==> config.mk <==
export PLATFORM = sky130hd
export DESIGN_NAME = sync_mod_counter
export DESIGN_NICKNAME = d
export VERILOG_FILES = /design/src/rtl/sync_mod_counter.sv
export SDC_FILE = /design/constraint.sdc
export NUM_CORES = 1
export LEC_CHECK = 0
export ABC_AREA = 1
export BUFFER_PORTS_ARGS = -buffer_cell sky130_fd_sc_hd__buf_2
export CORE_AREA = 4 4 41 43
export DETAILED_ROUTE_END_ITERATION = 10
export DIE_AREA = 0 0 45 47
export GPL_TIMING_DRIVEN = 0
export PLACE_DENSITY_LB_ADDON = 0.2
export SLEW_MARGIN = 20
export SYNTH_ARGS = -nofsm -noshare
export SYNTH_HDL_FRONTEND = slang
export SYNTH_SLANG_ARGS = --single-unit
==> constraint.sdc <==
create_clock -name clock_counter -period 2.2 [get_ports clock_counter]
set_input_delay 0.11 -clock clock_counter [delete_from_list [all_inputs] [get_ports clock_counter]]
set_output_delay 0.11 -clock clock_counter [all_outputs]
set_load 0.05 [all_outputs]
==> src/rtl/sync_mod_counter.sv <==
// sync_mod_counter: synchronous up/down modulo counter.
// clear > load > count > hold; tc is the combinational cascade carry.
module sync_mod_counter #(
  parameter int WIDTH    = 4,
  parameter int MODULUS  = 16,
  parameter bit SATURATE = 1'b0
) (
  input  logic             clock_counter,
  input  logic             reset_counter,
  input  logic             enable,
  input  logic             up_down,
  input  logic             clear,
  input  logic             load,
  input  logic [WIDTH-1:0] load_value,
  output logic [WIDTH-1:0] y,
  output logic [WIDTH-1:0] y_bar,
  output logic             tc,
  output logic             overflow
);

  localparam logic [WIDTH-1:0] TOP  = WIDTH'(MODULUS - 1);
  localparam logic [WIDTH:0]   MODX = (WIDTH+1)'(MODULUS);
  localparam logic [WIDTH-1:0] ONE  = WIDTH'(1);

  logic [WIDTH-1:0] y_q;
  logic [WIDTH-1:0] y_d;
  logic             ov_d;
  logic             at_top;
  logic             at_bot;
  logic             at_end;
  logic             over_load;

  assign at_top    = (y_q == TOP);
  assign at_bot    = (y_q == '0);
  assign at_end    = up_down ? at_top : at_bot;
  // one extra bit so MODULUS == 2**WIDTH is representable
  assign over_load = ({1'b0, load_value} >= MODX);

  always_comb begin
    y_d  = y_q;
    ov_d = 1'b0;
    if (clear) begin
      y_d = '0;
    end else if (load) begin
      y_d = over_load ? TOP : load_value;
    end else if (enable) begin
      ov_d = at_end;
      if (at_end) begin
        if (!SATURATE) begin
          y_d = up_down ? '0 : TOP;
        end
      end else begin
        y_d = up_down ? y_q + ONE : y_q - ONE;
      end
    end
  end

  always_ff @(posedge clock_counter or posedge reset_counter) begin
    if (reset_counter) begin
      y_q      <= '0;
      overflow <= 1'b0;
    end else begin
      y_q      <= y_d;
      overflow <= ov_d;
    end
  end

  assign y     = y_q;
  assign y_bar = ~y_q;
  assign tc    = enable & at_end;

endmodule

; ---- Yosys cells after proc, flatten, opt, wreduce, memory -nomap -nowiden
; Index checks and enable logic that the tools add are counted.
[totals]
mem_bits_rw = 0
inputBits = 10
reg_bits = 5
n_memories = 0
elab_cells = 19
latch_bits = 0
mem_bits_ro = 0
[op_classes]
multipliers = 0
n_shift = 0
n_eq_ne = 1
mux = 10
n_reduce_logical = 2
addsub = 2
n_bitwise = 2
order_cmp = 0
div_mod_pow = 0
[op_table]
columns = op, count
row1 = 4-bit 2-to-1 mux, 6
row2 = "4-bit by 1-bit adder with 4-bit output, second input constant", 1
row3 = "4-bit == test, second input constant", 1
row4 = 4-bit logical NOT, 1
row5 = 1-bit 2-to-1 mux, 4
row6 = 4-bit inverter, 1
row7 = "4-bit by 1-bit subtractor with 4-bit output, second input constant", 1
row8 = 3-bit nonzero test, 1
row9 = 1-bit bitwise AND, 1

; ---- Logic depth before layout (Yosys ltp)
; Gate-level depths: netlist of run 1.
[depth]
depth_word = 6
depth_mapped = 10

; ---- Worst setup path before layout of run 1
; Ideal clock, no wire load.
[synth_path]
path_kind = register to register
from = register y_q[1] (netlist: y[1])
to = register y_q[2] (netlist: y[2])
setup_time_ps = 142
t_arrival_ps = 1943
stages_incl_launch_ff = 7
path_slack_ps = 115
synth_period_minus_slack_ps = 2085
n_path_buf = 0
path_cell_list = dfrtp_1 -> inv_1 -> fa_1 -> xor2_1 -> nand2_1 -> a21oi_1 -> o22ai_1
[synth_via]
elab_chain_cells = 6
word_cells_on_any_way = 10
cone_classes = 2 x add/sub / 1 x eq/ne / 6 x mux / 1 x reduce/logical
[synth_rtl]
columns = element, line
row1 = from (decl), 25  ; logic [WIDTH-1:0] y_q;
row2 = from (signal assigned), 63  ; y_q <= y_d;
row3 = "4-bit by 1-bit subtractor with 4-bit output, or another cell as far along", 53  ; y_d = up_down ? y_q + ONE : y_q - ONE;
row4 = 4-bit 2-to-1 mux or 1-bit 2-to-1 mux (tied branches), "53, 35"
row5 = 4-bit 2-to-1 mux (*), 48  ; if (at_end) begin
row6 = 4-bit 2-to-1 mux (*), 46  ; end else if (enable) begin
row7 = 4-bit 2-to-1 mux (*), 44  ; end else if (load) begin
row8 = 4-bit 2-to-1 mux (*), 42  ; if (clear) begin
; Mark *: on every way between the ends. The rest lies on a longest branch, timed or not. The select of a mux whose other input is x is not followed.
; A chain may end at the register's enable or synchronous reset.

; ---- Worst setup path in the final report of run 1
[layout_path]
from = register y_q[1] (netlist: y[1])
to = output port tc
[layout_via]
elab_chain_cells = 3
word_cells_on_any_way = 4
cone_classes = 1 x eq/ne / 1 x mux / 1 x bitwise / 1 x reduce/logical
[layout_rtl]
columns = element, line
row1 = 4-bit == test or 4-bit logical NOT (tied branches), "33, 34"
row2 = 1-bit 2-to-1 mux (*), 35  ; assign at_end = up_down ? at_top : at_bot;
row3 = 1-bit bitwise AND (*), 70  ; assign tc = enable & at_end;
row4 = to (decl), 17  ; output logic tc,
; Mark *: on every way between the ends. The rest lies on a longest branch, timed or not.

==> results of run 1 <==
==> registers in the layout, summed over array words and instances (netlist names) <==
name      count
overflow      1
y             4
==> through the flow <==
step           std cells  setup slack (ps)  power (mW)  utilization, %
6_report              96               624       0.395            43.5
5_1_grt               96               449       0.428            43.5
2_1_floorplan         57               115       0.248               -
4_1_cts               96               609       0.399            43.5
3_5_place_dp          91               675       0.292            40.7
3_3_place_gp          91               694       0.292            40.7
==> how the worst max path moves through the flow <==
stage                 to  slack (ps)  depth (start not counted)
finish                tc         620                          6
global route          tc         450                          6
CTS                   tc         610                          6
detailed placement  y[3]         680                          9
global placement    y[3]         690                          9
floorplan           y[2]         110                          6
==> repair_timing <==
action,in CTS,in global routing
endpoints found under the hold margin,5,0
buffers inserted,0,0
hold buffers,1,0
gates resized for setup,0,0
==> critical path, stage by stage (launching register included) <==
cell and delay [ps]:
dfrtp_1 410, inv_1 150, nand4_1 180, nand2_1 120, nand2_1 70, inv_1 50
buf_2 250
==> layout by cell type, fill, tap and decap left out <==
master / count
clkbuf_1: 1
clkinv_2: 1
nand3_1: 3
nand4_1: 2
buf_2: 19
nand2_4: 1
clkbuf_4: 3
inv_1: 9
a21oi_1: 4
xor2_1: 1
nand2_1: 13
o21ai_1: 2
nand3_4: 1
clkinv_1: 1
dlygate4sd3_1: 1
nand4_2: 1
fa_1: 1
nor2_1: 4
dfrtp_1: 5
ha_1: 2
o22ai_1: 3
nor3_1: 1
inv_2: 2
==> cell type report <==
class | instances | area [µm²]
well taps | 15 | 18.8
clock buffers | 4 | 26.3
repair buffers | 20 | 105
multi-input cells | 39 | 240
fillers | 151 | 736
flip-flops and latches | 5 | 125
inverters | 13 | 50.0
==> where the power goes <==
group	leakage [nW]	switching [mW]	internal, mW
Sequential	0.0650	0.0120	0.101
Clock	0.0150	0.0358	0.0685
Combinational	0.258	0.128	0.0503
Total	0.338	0.175	0.220
==> routing by layer <==
metal  wire, µm  vias up  track usage [%]  part of all wire (%)
li1           -      231                -                     -
met4          0        0                0                     0
met3         84        0             4.60                   8.7
met2        443       16             17.8                    46
met1        435      200             13.4                    45
met5          0        -                0                     0
==> logic make-up (layout without fill, tap and decap cells) <==
| kind of cell | count (synthesis) | after routing | synth area share (%) |
|---|---|---|---|
| AOI/OAI and AO/OA | 9 | 9 | 11.7 |
| buffers and inverters | 13 | 37 | 12.0 |
| DFF | 5 | 5 | 30.1 |
| adders and majority gates | 3 | 3 | 10.8 |
| xor gates and xnor gates | 1 | 1 | 2.11 |
| and+or+nand+nor | 26 | 26 | 33.1 |
==> flow_summary.yaml, run 1 <==
outcome:
  status: "finished clean"
drt:
  vias_per_cell: 4.66
  num_vias: 447
  drtAntennaViolNets: 0
  drtIter0Drc: 10
  detail_route.wl_per_cell_um: 10.0
  dr.pass1.iters: 4
  drt_wl_total_um: 964
  drc: 0
layout:
  syn_to_final_growth_pct: 36.1
  drive_above_1_share_pct: 34.6
  diodes: 0
  stdcell_area_um2: 566
  final_nets: 95
floorplanning:
  die-area_mm2: 0.00212
  fp.dieW_um: 45
  ios: 20
  core_mm2: 0.00130
  die_height_um: 47
  num_rows: 13
  start_util_pct: 31.9
sta:
  hold_ws_ps: 46.5
  rsz0062_at_grt: "no"
  tns_ps: 0
  max_freq_ghz: 0.634
  hold_viol_final: 0
  tightestPinTransition_ps: 250
  slew_violations: 0
  setup_viol: 0
  clock_skew_ps: 0.451
  min_period_over_period_pct: 71.6
  slew_headroom_pct: 83.4
  fin_crit_ps: 1580
worst_hold_path:
  hold-path-cell-count: 2
  hold_end: "overflow"
  min-delay-start: "clear"
  hold_path_class: "primary input to flip-flop"
grt:
  overflow: 0
  grt_max_degree: 7
  grt_first_pass_wirelength_um: 1620
  antenna_found_initial: 0
  track_usage_pct: 10.6
  grt_pass1_vias: 407
cts:
  cts-htree-levels: 1
  cts_root_buf: "clkbuf_4"
  clock_sinks: 5
  cts_tree: "yes"
  cts_inserted_buffers: 3
  insertion_delay_ps: 240
  clk_pin_slew_ps: 40
  cts.path.max_buffers: 2
worst_setup_path:
  end_kind: "output port"
  critPathArrivalTime_ps: 1470
  timing.rr.start: "y[2]"
  cp.required_ps: 2090
  crit_start: "y[1]"
  r2r-end: "y[3]"
  r2r_cells: 9
  reg2reg_slack_ps: 690
  start_kind: "flip-flop"
  crit_fanout: 4
  worstSetupPathType: "flip-flop to output port"
power:
  p_leak_nw: 0.338
  cellPowerDensity_mw_per_mm2: 699
  ir_drop_uv: 436
logic_synthesis:
  synth.most_common_cell: "nand2_1"
  yosysUniqueCellTypes: 19
  yosys_warnings: 0
  syn_avg_cell_area_um2: 7.29
  async_flop_share_pct: 100
  synth_common_cells: "nand2_1 (13), inv_1 (9), dfrtp_1 (5)"
  yosys.area.top_type: "dfrtp_1"
  synthesis.area_um2: 415
  synthTopCellsByArea: "dfrtp_1 (30%), nand2_1 (12%), inv_1 (8.1%)"
  yosys.area.top_type_share_pct: 30.1
  ys_seq_area_share_pct: 30.1
  synth_edf_count: 0
  netlist_instances: 57
  ys_seq_elements: 5
  syn_nets: 70
  synthFlopType: "dfrtp_1"
placement:
  port_buffers: 19
  place_hpwl_um: 824
  dpl_cell_area_um2: 529
  gp_congestion: 0.766
job:
  cap_viol_max_count: 0
No activity file was read; power rests on OpenSTA's default activity.
==> inputs of run 2 (changes only) <==
Clock period 2.2 ns to 1.4 ns, I/O delays scaled along.
==> run 2 against run 1 <==
The flow now finishes with violations (negative setup slack). Final area is 23% higher. Worst hold slack worse by 31 ps. Sequential share of layout area is 3.4 points lower. Cell count rose by 8.3%. Via count rose by 11%. Register-to-register slack lost 730 ps. Worst setup slack worse by 680 ps. Clock skew rose by 5.2 ps. Die area did not move. Clock-buffer cell count stayed put.
==> flow_summary.yaml, run 2 (synthesis gave the netlist of run 1 again) <==
layout:
  utilization_pct: 53.4
  nFillCells: 134
  fin_cells: 104
  syn_to_final_growth_pct: 67.2
  final_common_cell: "buf_2"
  final_nets: 103
  stdcell_area_um2: 694
  largest_register_ffs: 4
  drive_above_1_share_pct: 58.4
  diodes: 0
  final_cell_mix: "buf_2 (18), nand2_1 (10), buf_4 (8)"
floorplanning:
  core_mm2: 0.00130
  die-area_mm2: 0.00212
  start_util_pct: 31.9
  die_height_um: 47
  ios: 20
  fp.dieW_um: 45
  num_rows: 13
placement:
  dpl_cell_area_um2: 551
  place_hpwl_um: 865
  placed_cells: 91
  place_ws_ps: -123
  port_buffers: 19
  gp_congestion: 0.772
sta:
  tightestPinTransition_ps: 250
  setup_viol: 3
  slew_headroom_pct: 83.4
  setup_slack_ps: -54.1
  min_period_over_period_pct: 104
  rsz0062_at_grt: "yes"
  hold_ws_ps: 15.7
  max_freq_ghz: 0.688
  fin_crit_ps: 1450
  slew_violations: 0
  hold_viol_final: 0
  clock_skew_ps: 5.60
grt:
  grt_max_degree: 7
  grt_pass1_vias: 438
  track_usage_pct: 12.0
  antenna_found_initial: 0
  overflow: 0
  grt_first_pass_wirelength_um: 1790
cts:
  clk_pin_slew_ps: 50
  cts-htree-levels: 1
  insertion_delay_ps: 240
  clock_sinks: 5
  cts_root_buf: "clkbuf_4"
  cts_inserted_buffers: 3
  cts.path.max_buffers: 2
  cts_tree: "yes"
power:
  p_leak_nw: 0.358
  ir_drop_uv: 907
  cellPowerDensity_mw_per_mm2: 1040
  p_int_uw: 407
  p_sw_uw: 315
  switching_share_pct: 43.6
  pwr-share-seq_pct: 25.6
  pwr-share-comb_pct: 51.5
  clock_power_share_pct: 22.9
worst_setup_path:
  end_kind: "output port"
  crit_fanout: 4
  crit_start: "y[2]"
  timing.rr.start: "y[1]"
  r2r_cells: 5
  worstSetupPathType: "flip-flop to output port"
  cp.required_ps: 1330
  reg2reg_slack_ps: -40
  crit_path_end: "tc"
  critPathArrivalTime_ps: 1380
  start_kind: "flip-flop"
  r2r-end: "y[1]"
drt:
  drtAntennaViolNets: 0
  drt_wl_total_um: 1260
  drc: 0
  num_vias: 496
  detail_route.wl_per_cell_um: 12.1
  highest_layer: "met3"
  dr.pass1.iters: 4
  met2_length_um: 637
  drtIter0Drc: 5
  met3_length_um: 99
  vias_per_cell: 4.77
  met1_length_um: 522
worst_hold_path:
  hold-path-cell-count: 2
  hold_path_class: "primary input to flip-flop"
outcome:
  violations: "negative setup slack"
  status: "finished with violations"
job:
  cap_viol_max_count: 0
[run 2: cell count changes in the layout (fill, tap and decap cells not counted), moves of 2 or more]
cell and change:
buf_4 +8, nand2_2 +3, clkinvlp_4 +3, a21oi_2 +2, nand2_1 -3, inv_1 -3, dfrtp_2 +4, dfrtp_1 -4
a21oi_1 -3
[run 2: stage by stage]
stage,total power [mW],TNS (ps)
global route,0.772,-338
global placement,0.471,-221
finish,0.722,-97.6
floorplan,0.401,-1350
CTS,0.658,-268
detailed placement,0.473,-220
[run 2: worst max-delay path, cell delays in order (launching register included)]
cell and delay [ps]:
dfrtp_2 440, buf_4 150, nand4_2 140, nand2_2 80
nand2_2 100, clkinvlp_4 80, buf_6 150
[run 2: layer usage]
metal  vias up  track usage [%]
li1        249                -
met1       226             14.3
met2        21             19.8
met3         0             4.98
met4         0             3.51
met5         -                0
[run 2: cell type report]
class | count | area, µm² | share of cell area, %
clock buffers | 4 | 26.3 | 3.78
flip-flops and latches | 5 | 130 | 18.7
repair buffers | 28 | 171 | 24.7
multi-input cells | 39 | 287 | 41.3
well taps | 15 | 18.8 | 2.70
inverters | 13 | 61.3 | 8.83
[run 2: repair_timing]
item,in CTS,in global routing
buffers inserted,2,6
hold buffers,1,0
hold endpoints to repair,5,0
pin swaps,1,5
endpoints found under the setup margin,4,4
gates resized for setup,2,8
[run 2: worst min-delay path by stage]
stage                       start  endpoint  slack, ps
finish                      clear  overflow         20
global route                clear  overflow          2
CTS                         clear  overflow          9
detailed placement  reset_counter  overflow        -30
global placement    reset_counter  overflow        -30
floorplan           reset_counter  overflow       -150
[run 2: power groups by stage]
stage	logic (mW)	registers, mW	clock network [mW]
after global placement	0.285	0.186	0
after CTS	0.304	0.184	0.169
after global routing	0.401	0.187	0.184
after floorplan	0.169	0.232	0
after detailed placement	0.287	0.186	0
final	0.372	0.184	0.166
==> inputs of run 3 (changes only) <==
Settings changed: BUFFER_PORTS_ARGS -buffer_cell sky130_fd_sc_hd__buf_2 to not set, DONT_BUFFER_PORTS set to 1.
==> run 3 against run 2 <==
The run still ends with negative setup slack left. Highest routed layer is now met4. Routed wire length shrank 14%. Largest cell class unchanged. Cell count shrank 21%. Worst hold slack lost 2.7 ps. Worst setup slack worse by 560 ps. First-iteration DRC count rose to 3.4 times the previous value. Power fell by 13%. Utilization fell by 9.9 points. Critical path type is now flip-flop to flip-flop. Critical path depth down 1. Non-clock buffer count fell by 22.
==> flow_summary.yaml, run 3 (synthesis gave the netlist of run 1 again) <==
outcome:
  status: "finished with violations"
  violations: "negative setup slack"
worst_setup_path:
  start_kind: "flip-flop"
  slowest_stage: "fa_2"
  end_kind: "flip-flop"
  critPathTopFamily: "adder cells"
  crit_path_max_incr_delay_ps: 640
  critPathArrivalTime_ps: 2120
  crit_fanout: 4
  cp.required_ps: 1510
  cp_cell_sequence: "clkinvlp_4, fa_2, nand2_1, a21oi_2, o22ai_2"
  worstSetupPathType: "flip-flop to flip-flop"
  cp_num_buf_inv: 1
sta:
  hold_viol_final: 0
  setup_slack_ps: -609
  tightestPinTransition_ps: 443
  clock_skew_ps: 2.23
  setup_viol: 5
  min_period_over_period_pct: 144
  fin_crit_ps: 2010
  max_freq_ghz: 0.498
  rsz0062_at_grt: "yes"
  slew_headroom_pct: 70.4
  slew_violations: 0
drt:
  vias_per_cell: 5.10
  drtIter0Drc: 17
  drt_wl_total_um: 1080
  drc: 0
  detail_route.wl_per_cell_um: 13.2
  dr.pass1.iters: 4
  num_vias: 418
  drtAntennaViolNets: 0
grt:
  grt_pass1_vias: 397
  track_usage_pct: 11.5
  overflow: 0
  grt_first_pass_wirelength_um: 1670
  antenna_found_initial: 0
  grt_max_degree: 7
layout:
  final_common_cell: "nand2_1"
  syn_to_final_growth_pct: 36.1
  drive_above_1_share_pct: 35.8
  final_cell_mix: "nand2_1 (12), inv_1 (6), dlygate4sd3_1 (5)"
  diodes: 0
  final_nets: 81
  stdcell_area_um2: 566
  largest_register_ffs: 4
cts:
  cts_root_buf: "clkbuf_4"
  clk_pin_slew_ps: 40
  clock_sinks: 5
  cts.path.max_buffers: 2
  cts-htree-levels: 1
  cts_tree: "yes"
  insertion_delay_ps: 240
  cts_inserted_buffers: 3
floorplanning:
  core_mm2: 0.00130
  num_rows: 13
  fp.dieW_um: 45
  start_util_pct: 31.9
  die-area_mm2: 0.00212
  die_height_um: 47
  ios: 20
placement:
  gp_congestion: 0.726
  place_hpwl_um: 822
  dpl_cell_area_um2: 455
  port_buffers: 0
job:
  cap_viol_max_count: 0
power:
  cellPowerDensity_mw_per_mm2: 1110
  ir_drop_uv: 885
  p_leak_nw: 0.268
  p_total_uw: 625
worst_hold_path:
  hold_path_class: "primary input to flip-flop"
-- run 3: final cells by class --
| class | count | area, µm² |
|---|---|---|
| Tap cell | 15 | 18.8 |
| Fill cell | 142 | 736 |
| Timing Repair Buffer | 6 | 57.6 |
| Clock buffer | 4 | 26.3 |
| Inverter | 13 | 61.3 |
| Sequential cell | 5 | 133 |
| Multi-Input combinational cell | 39 | 269 |
-- run 3: per-stage QoR --
step	TNS, ps	hold slack [ps]	std cells	setup WS, ps	utilization (%)
after global placement	-1950	-134	72	-588	35.0
after floorplan	-1350	-152	57	-480	-
after detailed placement	-1980	-137	72	-577	35.0
after CTS	-2190	19.3	81	-585	40.7
after global routing	-2760	16.6	82	-692	43.5
final	-2280	13.1	82	-609	43.5
-- run 3: metal layers --
layer  wire length [µm]  track usage [%]  up-vias  share of wire, %
met3                143             6.90        2                13
met2                513             16.1       23                47
li1                   -                -      203                 -
met5                  0                0        -                 0
met4                 14             5.26        0               1.3
met1                409             14.1      190                38
-- run 3: report_power, final --
part	total (mW)	switching (mW)	internal, mW	leakage [nW]
sequential	0.238	0.0755	0.163	0.0597
clock	0.163	0.0558	0.108	0.0150
combinational	0.224	0.152	0.0720	0.193
-- run 3: path summary, 6_finish.rpt --
check                               from   end  slack [ps]  cells after the start
min in group asynchronous  reset_counter  y[2]         170                      2
max in group asynchronous  reset_counter  y[2]        1050                      2
hold reg to reg                     y[3]  y[3]         760                      2
setup / recovery                    y[1]  y[1]        -610                      5
hold / removal                      load  y[2]          10                      2
setup reg to reg                    y[1]  y[1]        -610                      5
-- run 3: timing repair --
item,4_1_cts,5_1_grt
hold endpoints to repair,6,1
hold buffers,4,1
resized for setup,0,6
buffers inserted,1,1
setup endpoints to repair,5,5
pin swaps,2,1
